## config.mk

```make
export PLATFORM = sky130hd
export DESIGN_NAME = seg_scan_decoder
export DESIGN_NICKNAME = d
export VERILOG_FILES = /design/src/rtl/seg_scan_decoder.sv
export SDC_FILE = /design/constraint.sdc
export NUM_CORES = 1
export LEC_CHECK = 0
export ABC_AREA = 1
export BUFFER_PORTS_ARGS = -buffer_cell sky130_fd_sc_hd__buf_2
export CORE_MARGIN = 2
export CORE_UTILIZATION = 50
export DETAILED_ROUTE_END_ITERATION = 10
export PLACE_DENSITY = 0.75
export SLEW_MARGIN = 20
export SYNTH_ARGS = -nofsm -noshare
export SYNTH_HDL_FRONTEND = slang
export SYNTH_SLANG_ARGS = --single-unit
```

## constraint.sdc

```tcl
create_clock -name clk -period 1.6 [get_ports clk]
set_clock_uncertainty 0.05 [all_clocks]
set_input_delay 0.16 -clock clk [delete_from_list [all_inputs] [get_ports clk]]
set_output_delay 0.16 -clock clk [all_outputs]
set_load 0.005 [all_outputs]
```

## src/rtl/seg_scan_decoder.sv

```systemverilog
// Decodes a scanned, multiplexed active-low 7-segment display back into four hex nibbles.
// Each (anode, segment) sample must be stable before it is captured. Complete frames are held until acknowledged.
module seg_scan_decoder #(
  parameter int STABLE_CYCLES = 4
) (
  input  logic        clk,
  input  logic        rst,
  input  logic [6:0]  seg_in,
  input  logic [3:0]  an_in,
  input  logic        frame_ack,
  output logic [15:0] digit_val,
  output logic [3:0]  digit_ok,
  output logic        frame_valid,
  output logic        err,
  output logic        overrun
);

  localparam logic [3:0] STABLE_N = 4'(STABLE_CYCLES);

  typedef enum logic {COLLECT, HOLD} state_t;

  state_t      state_reg;
  logic [10:0] sample_reg;
  logic [3:0]  count_reg;
  logic [3:0]  mask_reg;

  logic [10:0] sample_now;
  logic        same;
  logic        capture;
  logic        cap_nb;
  logic [3:0]  an_low;
  logic        one_hot;
  logic        process;
  logic        write_en;
  logic [3:0]  nib;
  logic        legal;

  assign sample_now = {an_in, seg_in};
  assign same       = (sample_now == sample_reg);
  // Fires only on the edge where the count reaches the threshold. The count saturates, so a held value fires once.
  assign capture    = same && (count_reg == STABLE_N - 4'd1);
  assign cap_nb     = capture && (an_in != 4'b1111);
  assign an_low     = ~an_in;
  assign one_hot    = (an_low != 4'd0) && ((an_low & (an_low - 4'd1)) == 4'd0);
  // In HOLD, an ack on the same edge lets the capture go through as a normal COLLECT capture.
  assign process    = cap_nb && ((state_reg == COLLECT) || frame_ack);
  assign write_en   = process && one_hot;

  always_comb begin
    nib   = 4'h0;
    legal = 1'b1;
    case (seg_in)
      7'b0000001: nib = 4'h0;
      7'b1001111: nib = 4'h1;
      7'b0010010: nib = 4'h2;
      7'b0000110: nib = 4'h3;
      7'b1001100: nib = 4'h4;
      7'b0100100: nib = 4'h5;
      7'b0100000: nib = 4'h6;
      7'b0001111: nib = 4'h7;
      7'b0000000: nib = 4'h8;
      7'b0001100: nib = 4'h9;
      7'b0001000: nib = 4'hA;
      7'b1100000: nib = 4'hB;
      7'b0110001: nib = 4'hC;
      7'b1000010: nib = 4'hD;
      7'b0110000: nib = 4'hE;
      7'b0111000: nib = 4'hF;
      default:    legal = 1'b0;
    endcase
  end

  always_ff @(posedge clk) begin
    if (rst) begin
      sample_reg <= 11'h7FF;
      count_reg  <= 4'd0;
    end else begin
      sample_reg <= sample_now;
      if (!same)
        count_reg <= 4'd1;
      else if (count_reg != STABLE_N)
        count_reg <= count_reg + 4'd1;
    end
  end

  for (genvar gi = 0; gi < 4; gi++) begin : g_digit
    always_ff @(posedge clk) begin
      if (rst) begin
        digit_val[gi*4 +: 4] <= 4'h0;
        digit_ok[gi]         <= 1'b0;
      end else if (write_en && an_low[gi]) begin
        digit_val[gi*4 +: 4] <= legal ? nib : 4'h0;
        digit_ok[gi]         <= legal;
      end
    end
  end

  always_ff @(posedge clk) begin
    if (rst) begin
      state_reg   <= COLLECT;
      mask_reg    <= 4'd0;
      frame_valid <= 1'b0;
      overrun     <= 1'b0;
      err         <= 1'b0;
    end else begin
      err <= process && (!one_hot || !legal);
      if (state_reg == HOLD) begin
        if (frame_ack) begin
          frame_valid <= 1'b0;
          overrun     <= 1'b0;
          state_reg   <= COLLECT;
        end else if (cap_nb) begin
          overrun <= 1'b1;
        end
      end
      // Later assignments win, so a capture that completes a frame on the ack edge re-enters HOLD.
      if (write_en) begin
        if ((mask_reg | an_low) == 4'hF) begin
          frame_valid <= 1'b1;
          mask_reg    <= 4'd0;
          state_reg   <= HOLD;
        end else begin
          mask_reg <= mask_reg | an_low;
        end
      end
    end
  end

endmodule

```

==> impl_results.rst, run 1 <==
.. list-table::
   :header-rows: 1

   * - Metric
     - Value
   * - Area enclosed by the die boundary
     - 0.00499 mm²
   * - Number of levels the H-tree was split into
     - 2
   * - Synth unique cells
     - 32
   * - Gate Count Post-Synth
     - 330
   * - Sequential share of the synthesized area
     - 0.387
   * - Number of flops mapped to enable cells by yosys
     - 0
   * - Final wirelength
     - 5.72 mm
   * - CP arrival
     - about 1.9 ns
   * - Number of nets in the final layout
     - 420
   * - Relative slew slack
     - 0.776
   * - Type of destination of the critical path
     - flip-flop
   * - Slack of the worst reg-to-reg path
     - -0.17 ns
   * - CTS Hold Bufs
     - 0
   * - Detailed-route wire length per cell
     - roughly 13 µm
   * - Total area of multi-input combinational cells
     - 0.00125 mm²
   * - Number of max-slew violations in the final report
     - 0
   * - Starting density of the core
     - 0.514
   * - Violations in the final reports
     - negative setup slack
   * - Overall routing resource usage
     - 0.240
   * - Placed Instance Area
     - 0.00269 mm²
   * - Avg Synthesized Cell Area
     - 6.73 µm²
   * - DRC violation count after routing
     - 0
   * - Row count
     - 24
   * - Fraction of synthesized cell area in xor and xnor cells
     - 0.0197
   * - Seq cells post-synth
     - between 40 and 50
   * - Storage element area
     - 865 µm²
   * - Top cell types by occurrence after synthesis
     - nand2_1 (97), nor2_1 (73), dfxtp_1 (43)
   * - Cells on worst reg2reg path
     - 9
   * - Cell depth of the worst setup path
     - 9
   * - Number of violations of the max-capacitance limit
     - 0
   * - F_max
     - 565 MHz
   * - DIE HEIGHT
     - just over 70 µm
   * - Capturing instance or port of the critical path
     - digit_val[3]
   * - Max FFs per register
     - 16
   * - First-pass GRT wire length
     - about 9.6 mm
   * - Number of setup violations in the final report
     - 27
   * - Synthesized netlist net count
     - 346
   * - Ant. Diodes
     - 0
   * - Most numerous cell in the Yosys netlist
     - nand2_1
   * - Unrepaired setup endpoints after global routing
     - yes
   * - DR vias
     - between 2,000 and 2,500
   * - Maximum root-to-sink buffer count
     - 2
   * - Final non-filler cell area
     - 0.00296 mm²
   * - Top cell type's share of synthesized area
     - 0.387
   * - Clock tree sinks
     - 43
   * - DRT antenna net count
     - 0
   * - Worst Path Max Fanout
     - 6
   * - Synthesized-area fraction occupied by and/or/nand/nor cells
     - 0.453
   * - Worst Path Buf+Inv
     - 1
   * - Number of warnings reported in the yosys synthesis log
     - 0
   * - Slew at the pin closest to its max-slew limit
     - 0.334 ns
   * - Total half-perimeter wirelength after legalization and detailed placement
     - a little under 4 mm
   * - Number of filler cells placed in the layout
     - 374
   * - Overflow after GRT
     - 0
   * - Crit path largest cell delay
     - 0.32 ns
   * - Core box area
     - 0.00432 mm²
   * - Combinational family with the most area after synthesis
     - simple AND/OR/NAND/NOR gates
   * - Critical setup path kind
     - flip-flop to flip-flop
   * - Antenna violations before repair
     - 0
   * - Setup slack of the critical path after layout
     - -0.171 ns
   * - Data required time of the worst path
     - 1.75 ns
   * - Primary flip-flop cell chosen by synthesis mapping
     - dfxtp_1
   * - Final worst path period share
     - 1.11
   * - Post-synthesis instance area
     - 0.00222 mm²
   * - Multiplexer share of the synthesized area
     - 0
   * - Result of the run
     - finished, violations left
   * - CTS Root Buffer Type
     - clkbuf_8
   * - Router iterations before antenna repair
     - 4
   * - Cell chain of the critical path
     - xnor2_1 -> nand2_2 -> nor2_4 -> nand4_1 -> nor2_4 -> buf_6 -> nand4_1 -> nand2_1 -> nor2_1
   * - Leading cell types by total area after synthesis
     - dfxtp_1 (39%), nand2_1 (16%), nor2_1 (12%)
   * - Via count of the first global-routing pass
     - around 2,200
   * - Leakage power summed over all cells
     - 0.00148 µW
   * - Number of DRC violations after detailed-routing iteration 0
     - around 110
   * - CTS Buf Count
     - 5
   * - Global placement routability congestion
     - 0.843
   * - Critical Path Start Type
     - flip-flop
   * - Master of the slowest instance on the critical path
     - dfxtp_1
   * - Hold WS
     - 0.0149 ns
   * - Launch point of the worst reg-to-reg path
     - sample_reg[6]
   * - Kind of cell adding the most delay to the critical path
     - simple AND/OR/NAND/NOR gates
   * - Clk Latency, worst-skew pair
     - roughly 0.3 ns
   * - Adder-cell share of the synthesized area
     - 0.0113
   * - Post-placement setup slack
     - -0.212 ns
   * - Synth-to-layout area growth
     - 33.1%
   * - Register clock-pin slew on the reported worst setup and hold paths
     - 0.08 ns
   * - Post-synth top area cell
     - dfxtp_1
   * - Origin of the worst setup path
     - sample_reg[6]
   * - Pin count of the biggest net entering global routing
     - 30
   * - Die Span X
     - just over 70 µm
   * - Buffers added on ports
     - 36
   * - CTS tree
     - built
   * - Peak ir drop on the vdd network
     - 0.743 mV
   * - Share of synthesized flip-flops with an asynchronous set or reset
     - 0
   * - Ratio of cells with drive above 1 in the final layout
     - 0.296
   * - Endpoint of the worst register-to-register path
     - digit_val[3]
   * - Synthesized-area fraction occupied by ao, oa, aoi and oai cells
     - 0.0428
   * - Power density of the placed cells
     - 810 mW/mm²
   * - Vias per inst
     - between 5 and 6
   * - Count of final hold-check violations
     - 0
   * - Ports placed on the boundary
     - 37
   * - Type of the tightest min-delay check
     - input pin to flip-flop
   * - Final critical delay including setup and external delays
     - 1.77 ns
## metrics by stage
stage,std cells,power (µW),setup TNS [ns],utilization
after floorplan,330,1260,0,-
after global placement,443,1380,-0.501,0.622
after detailed placement,443,1390,-3.74,0.622
after CTS,460,2390,-3.48,0.689
after global routing,457,2470,-7.29,0.684
final,457,2390,-3.66,0.684
## final cells by class
| class | count | area share |
|---|---|---|
| clock buffers | 6 | 0.0245 |
| flip-flops and latches | 43 | 0.292 |
| repair buffers | 75 | 0.172 |
| well taps | 52 | 0.0220 |
| multi-input cells | 242 | 0.422 |
| inverters | 37 | 0.0470 |
| clock inverters | 2 | 0.0203 |
## cell families after synthesis
family,Yosys count
compound gates,12
buf+inv,45
simple gates,223
flops,43
fa+ha+maj,2
xor+xnor,5
## worst min path at each step
stage / from / to / cells past startpoint
after global placement: rst / state_reg / 2
after CTS: rst / state_reg / 2
after global routing: rst / state_reg / 2
final: rst / state_reg / 2
after detailed placement: rst / state_reg / 2
after floorplan: rst / state_reg / 1
## repair_timing
item                                    CTS  global route
resized for setup                        15            12
endpoints found under the setup margin   27            29
gates cloned                              2             1
pin swaps                                 6            16
buffers inserted                          7             0
## power breakdown
| part | internal [µW] | switching [µW] |
|---|---|---|
| Clock | 624 | 391 |
| Sequential | 1090 | 8.14 |
| Combinational | 114 | 171 |
## worst register-to-register path, cell delays in order, from the launching register on
cell     delay, ns
dfxtp_1       0.32
xnor2_1       0.20
nand2_2       0.10
nor2_4        0.17
nand4_1       0.19
nor2_4        0.25
buf_6         0.16
nand4_1       0.09
nand2_1       0.10
nor2_1        0.04
## per-layer routing
layer  part of all wire  global-route usage  routed length (µm)  up-vias
li1                   -                   -                   -     1192
met1               0.43               0.285                2470     1066
met2               0.50               0.440                2860       73
met3              0.053              0.0484                 301       10
met4              0.017              0.0671                  96        0
met5                  0                   0                   0        -
## cell usage in the layout, fill, tap and decap left out, types with 3 or more instances in the layout
cell       n
nor3_1     5
nor2_1    71
nand4_1   23
nand2_2    3
nand3_2    3
buf_6      3
nand3_1    6
nand2_1   93
inv_1     31
xnor2_1    3
clkbuf_8   5
nor2_4     7
dfxtp_1   40
inv_2      6
dfxtp_2    3
buf_4     34
buf_2     36
nor2_2     3
Power figures use the tool's default switching activity.
==> inputs of run 2 (changes only) <==
--- a/config.mk
+++ b/config.mk
@@ -7,10 +7,12 @@
 export LEC_CHECK = 0
 export ABC_AREA = 1
 export BUFFER_PORTS_ARGS = -buffer_cell sky130_fd_sc_hd__buf_2
+export CELL_PAD_IN_SITES_DETAIL_PLACEMENT = 1
+export CELL_PAD_IN_SITES_GLOBAL_PLACEMENT = 1
 export CORE_MARGIN = 2
-export CORE_UTILIZATION = 50
+export CORE_UTILIZATION = 35
 export DETAILED_ROUTE_END_ITERATION = 10
-export PLACE_DENSITY = 0.75
+export PLACE_DENSITY_LB_ADDON = 0.1
 export SLEW_MARGIN = 20
 export SYNTH_ARGS = -nofsm -noshare
 export SYNTH_HDL_FRONTEND = slang
==> run 2 against run 1 <==
  * The flow still finishes with violations (negative setup slack)
  * Die area rose by 40%
  * Worst hold slack got worse by 0.0011 ns
  * Wire length rose by 13%
  * Combinational power rose by 6%
  * Largest cell class unchanged
==> impl_results.rst, run 2 (same netlist as run 1, synthesis figures left out) <==
.. list-table::
   :header-rows: 1

   * - Metric
     - Value
   * - Router iterations before antenna repair
     - 4 (unchanged)
   * - Violations in the final reports
     - negative setup slack (unchanged)
   * - Core box area
     - 0.00624 mm² (was 0.00432 mm²)
   * - Final critical delay including setup and external delays
     - 1.78 ns (was 1.77 ns)
   * - CTS tree
     - built (unchanged)
   * - DRC violation count after routing
     - 0 (unchanged)
   * - Most common library cell in the layout ignoring fill and taps
     - nand2_1 (unchanged)
   * - CP arrival
     - 1.94 ns (was 1.92 ns)
   * - Overflow after GRT
     - 0 (unchanged)
   * - Setup slack of the critical path after layout
     - -0.184 ns (was -0.171 ns)
   * - Data required time of the worst path
     - 1.76 ns (was 1.75 ns)
   * - Antenna violations before repair
     - 0 (unchanged)
   * - Result of the run
     - finished, violations left (unchanged)
   * - CTS Buf Count
     - 5 (unchanged)
   * - DR vias
     - 2,360 (was 2,341)
   * - Via count of the first global-routing pass
     - 2,353 (was 2,163)
   * - Critical setup path kind
     - flip-flop to flip-flop (unchanged)
   * - Final core area utilization
     - 0.484 (was 0.684)
   * - Hold WS
     - 0.0138 ns (was 0.0149 ns)
   * - DIE HEIGHT
     - 83.7 µm (was 70.7 µm)
   * - CTS Root Buffer Type
     - clkbuf_8 (unchanged)
   * - Row count
     - 29 (was 24)
   * - CTS Hold Bufs
     - 0 (unchanged)
   * - Buffers added on ports
     - 36 (unchanged)
   * - Leading cell types in the layout, fill and taps excluded
     - nand2_1 (90), nor2_1 (67), buf_4 (40) (was nand2_1 (93), nor2_1 (71), dfxtp_1 (40))
   * - Clk Latency, worst-skew pair
     - 0.30 ns (about the same)
   * - Die Span X
     - 83.7 µm (was 70.7 µm)
   * - Final worst path period share
     - 1.12 (was 1.11)
   * - Starting density of the core
     - 0.356 (was 0.514)
   * - Pin count of the biggest net entering global routing
     - 29 (was 30)
   * - Type of the tightest min-delay check
     - input pin to flip-flop (unchanged)
   * - Total area of multi-input combinational cells
     - 0.00126 mm² (was 0.00125 mm²)
   * - Number of levels the H-tree was split into
     - 2 (unchanged)
   * - Final non-filler cell area
     - 0.00302 mm² (was 0.00296 mm²)
   * - Vias per inst
     - 4.84 (was 5.12)
   * - Setup TNS
     - -3.00 ns (was -3.66 ns)
   * - Storage element area
     - 866 µm² (was 865 µm²)
   * - Number of violations of the max-capacitance limit
     - 0 (unchanged)
   * - Critical Path Start Type
     - flip-flop (unchanged)
   * - Max FFs per register
     - 16 (unchanged)
   * - Worst Path Max Fanout
     - 6 (unchanged)
   * - Placed Instance Area
     - 0.00273 mm² (was 0.00269 mm²)
   * - Ant. Diodes
     - 0 (unchanged)
   * - Maximum root-to-sink buffer count
     - 2 (unchanged)
   * - Peak ir drop on the vdd network
     - 0.350 mV (was 0.743 mV)
   * - Ports placed on the boundary
     - 37 (unchanged)
   * - Synth-to-layout area growth
     - 36.0% (was 33.1%)
   * - Final wirelength
     - 6.46 mm (was 5.72 mm)
   * - Count of final hold-check violations
     - 0 (unchanged)
   * - Overall routing resource usage
     - 0.192 (was 0.240)
   * - Number of setup violations in the final report
     - 27 (unchanged)
   * - Detailed-route wire length per cell
     - 13.2 µm (was 12.5 µm)
   * - Global placement routability congestion
     - 0.805 (was 0.843)
   * - Unrepaired setup endpoints after global routing
     - yes (unchanged)
   * - Clock tree sinks
     - 43 (unchanged)
   * - Number of max-slew violations in the final report
     - 0 (unchanged)
   * - Type of destination of the critical path
     - flip-flop (unchanged)
   * - First-pass GRT wire length
     - 10.9 mm (was 9.65 mm)
   * - Total half-perimeter wirelength after legalization and detailed placement
     - 4.67 mm (was 3.92 mm)
   * - F_max
     - 561 MHz (was 565 MHz)
   * - Leakage power summed over all cells
     - 0.00149 µW (was 0.00148 µW)
   * - Area enclosed by the die boundary
     - 0.00700 mm² (was 0.00499 mm²)
   * - Number of nets in the final layout
     - 426 (was 420)
   * - Number of filler cells placed in the layout
     - 815 (was 374)
   * - PnR Total Power
     - 2100 µW (was 2390 µW)
   * - Power density of the placed cells
     - 697 mW/mm² (was 810 mW/mm²)
   * - Number of DRC violations after detailed-routing iteration 0
     - 49 (was 111)
   * - Register clock-pin slew on the reported worst setup and hold paths
     - 0.09 ns (was 0.08 ns)
   * - Relative slew slack
     - 0.776 (about the same)
   * - Ratio of cells with drive above 1 in the final layout
     - 0.326 (was 0.296)
   * - Slew at the pin closest to its max-slew limit
     - 0.335 ns (was 0.334 ns)
   * - DRT antenna net count
     - 0 (unchanged)
run 2: cell types whose count changed in the layout (fill, tap and decap cells not counted), moves of 2 or more:
| cell | previous run | this run |
|---|---|---|
| buf_4 | 34 | 40 |
| bufinv_16 | 2 | 0 |
| nand2_1 | 93 | 90 |
| nand2_2 | 3 | 7 |
| nor2_1 | 71 | 67 |
| nor2_4 | 7 | 10 |
run 2: power breakdown:
part	switching [µW]	leakage (µW)	internal [µW]
combinational	181	0.00110	119
sequential	8.89	0.000350	1090
clock	403	0.0000412	306
total	593	0.00149	1510
run 2: worst paths after layout:
| check | to | from | slack (ns) | depth (start not counted) |
|---|---|---|---|---|
| hold reg to reg | digit_val[5] | digit_val[5] | 0.42 | 2 |
| setup / recovery | digit_val[1] | sample_reg[2] | -0.18 | 10 |
| hold / removal | state_reg | rst | 0.01 | 2 |
| setup reg to reg | digit_val[1] | sample_reg[2] | -0.18 | 10 |
run 2: area by class of cell:
class,instances,area share
multi-input combinational,242,0.419
sequential,43,0.287
timing repair buffer,81,0.189
inverter,37,0.0460
tap,77,0.0319
clock buffer,6,0.0240
clock inverter,2,0.00414
run 2: repair_timing:
action                                  4_1_cts  5_1_grt
pin swaps                                     8       21
endpoints found under the setup margin       27       28
resized for setup                            12       22
buffers inserted                              4        7
gates cloned                                  2        0
run 2: stage by stage:
stage,setup slack (ns),cells
6_report,-0.184,488
5_1_grt,-0.291,488
4_1_cts,-0.145,483
3_5_place_dp,-0.225,469
3_3_place_gp,-0.123,469
2_1_floorplan,0.0102,330
run 2: routing by layer:
metal | vias up | global-route usage | wire [µm]
met5 | - | 0 | 0
met4 | 0 | 0.0645 | 108
met3 | 10 | 0.0396 | 220
met2 | 38 | 0.304 | 3030
met1 | 1115 | 0.260 | 3100
li1 | 1197 | - | -
run 2: critical path, stage by stage, from the launching register on:
cell and delay [ns]:
dfxtp_2 0.34, xnor2_2 0.17, nand2_2 0.10, nor2_4 0.14
nand4_1 0.19, nor2_4 0.24, buf_6 0.14, buf_16 0.11
nand4_1 0.09, nand2_1 0.08, nor2_1 0.04
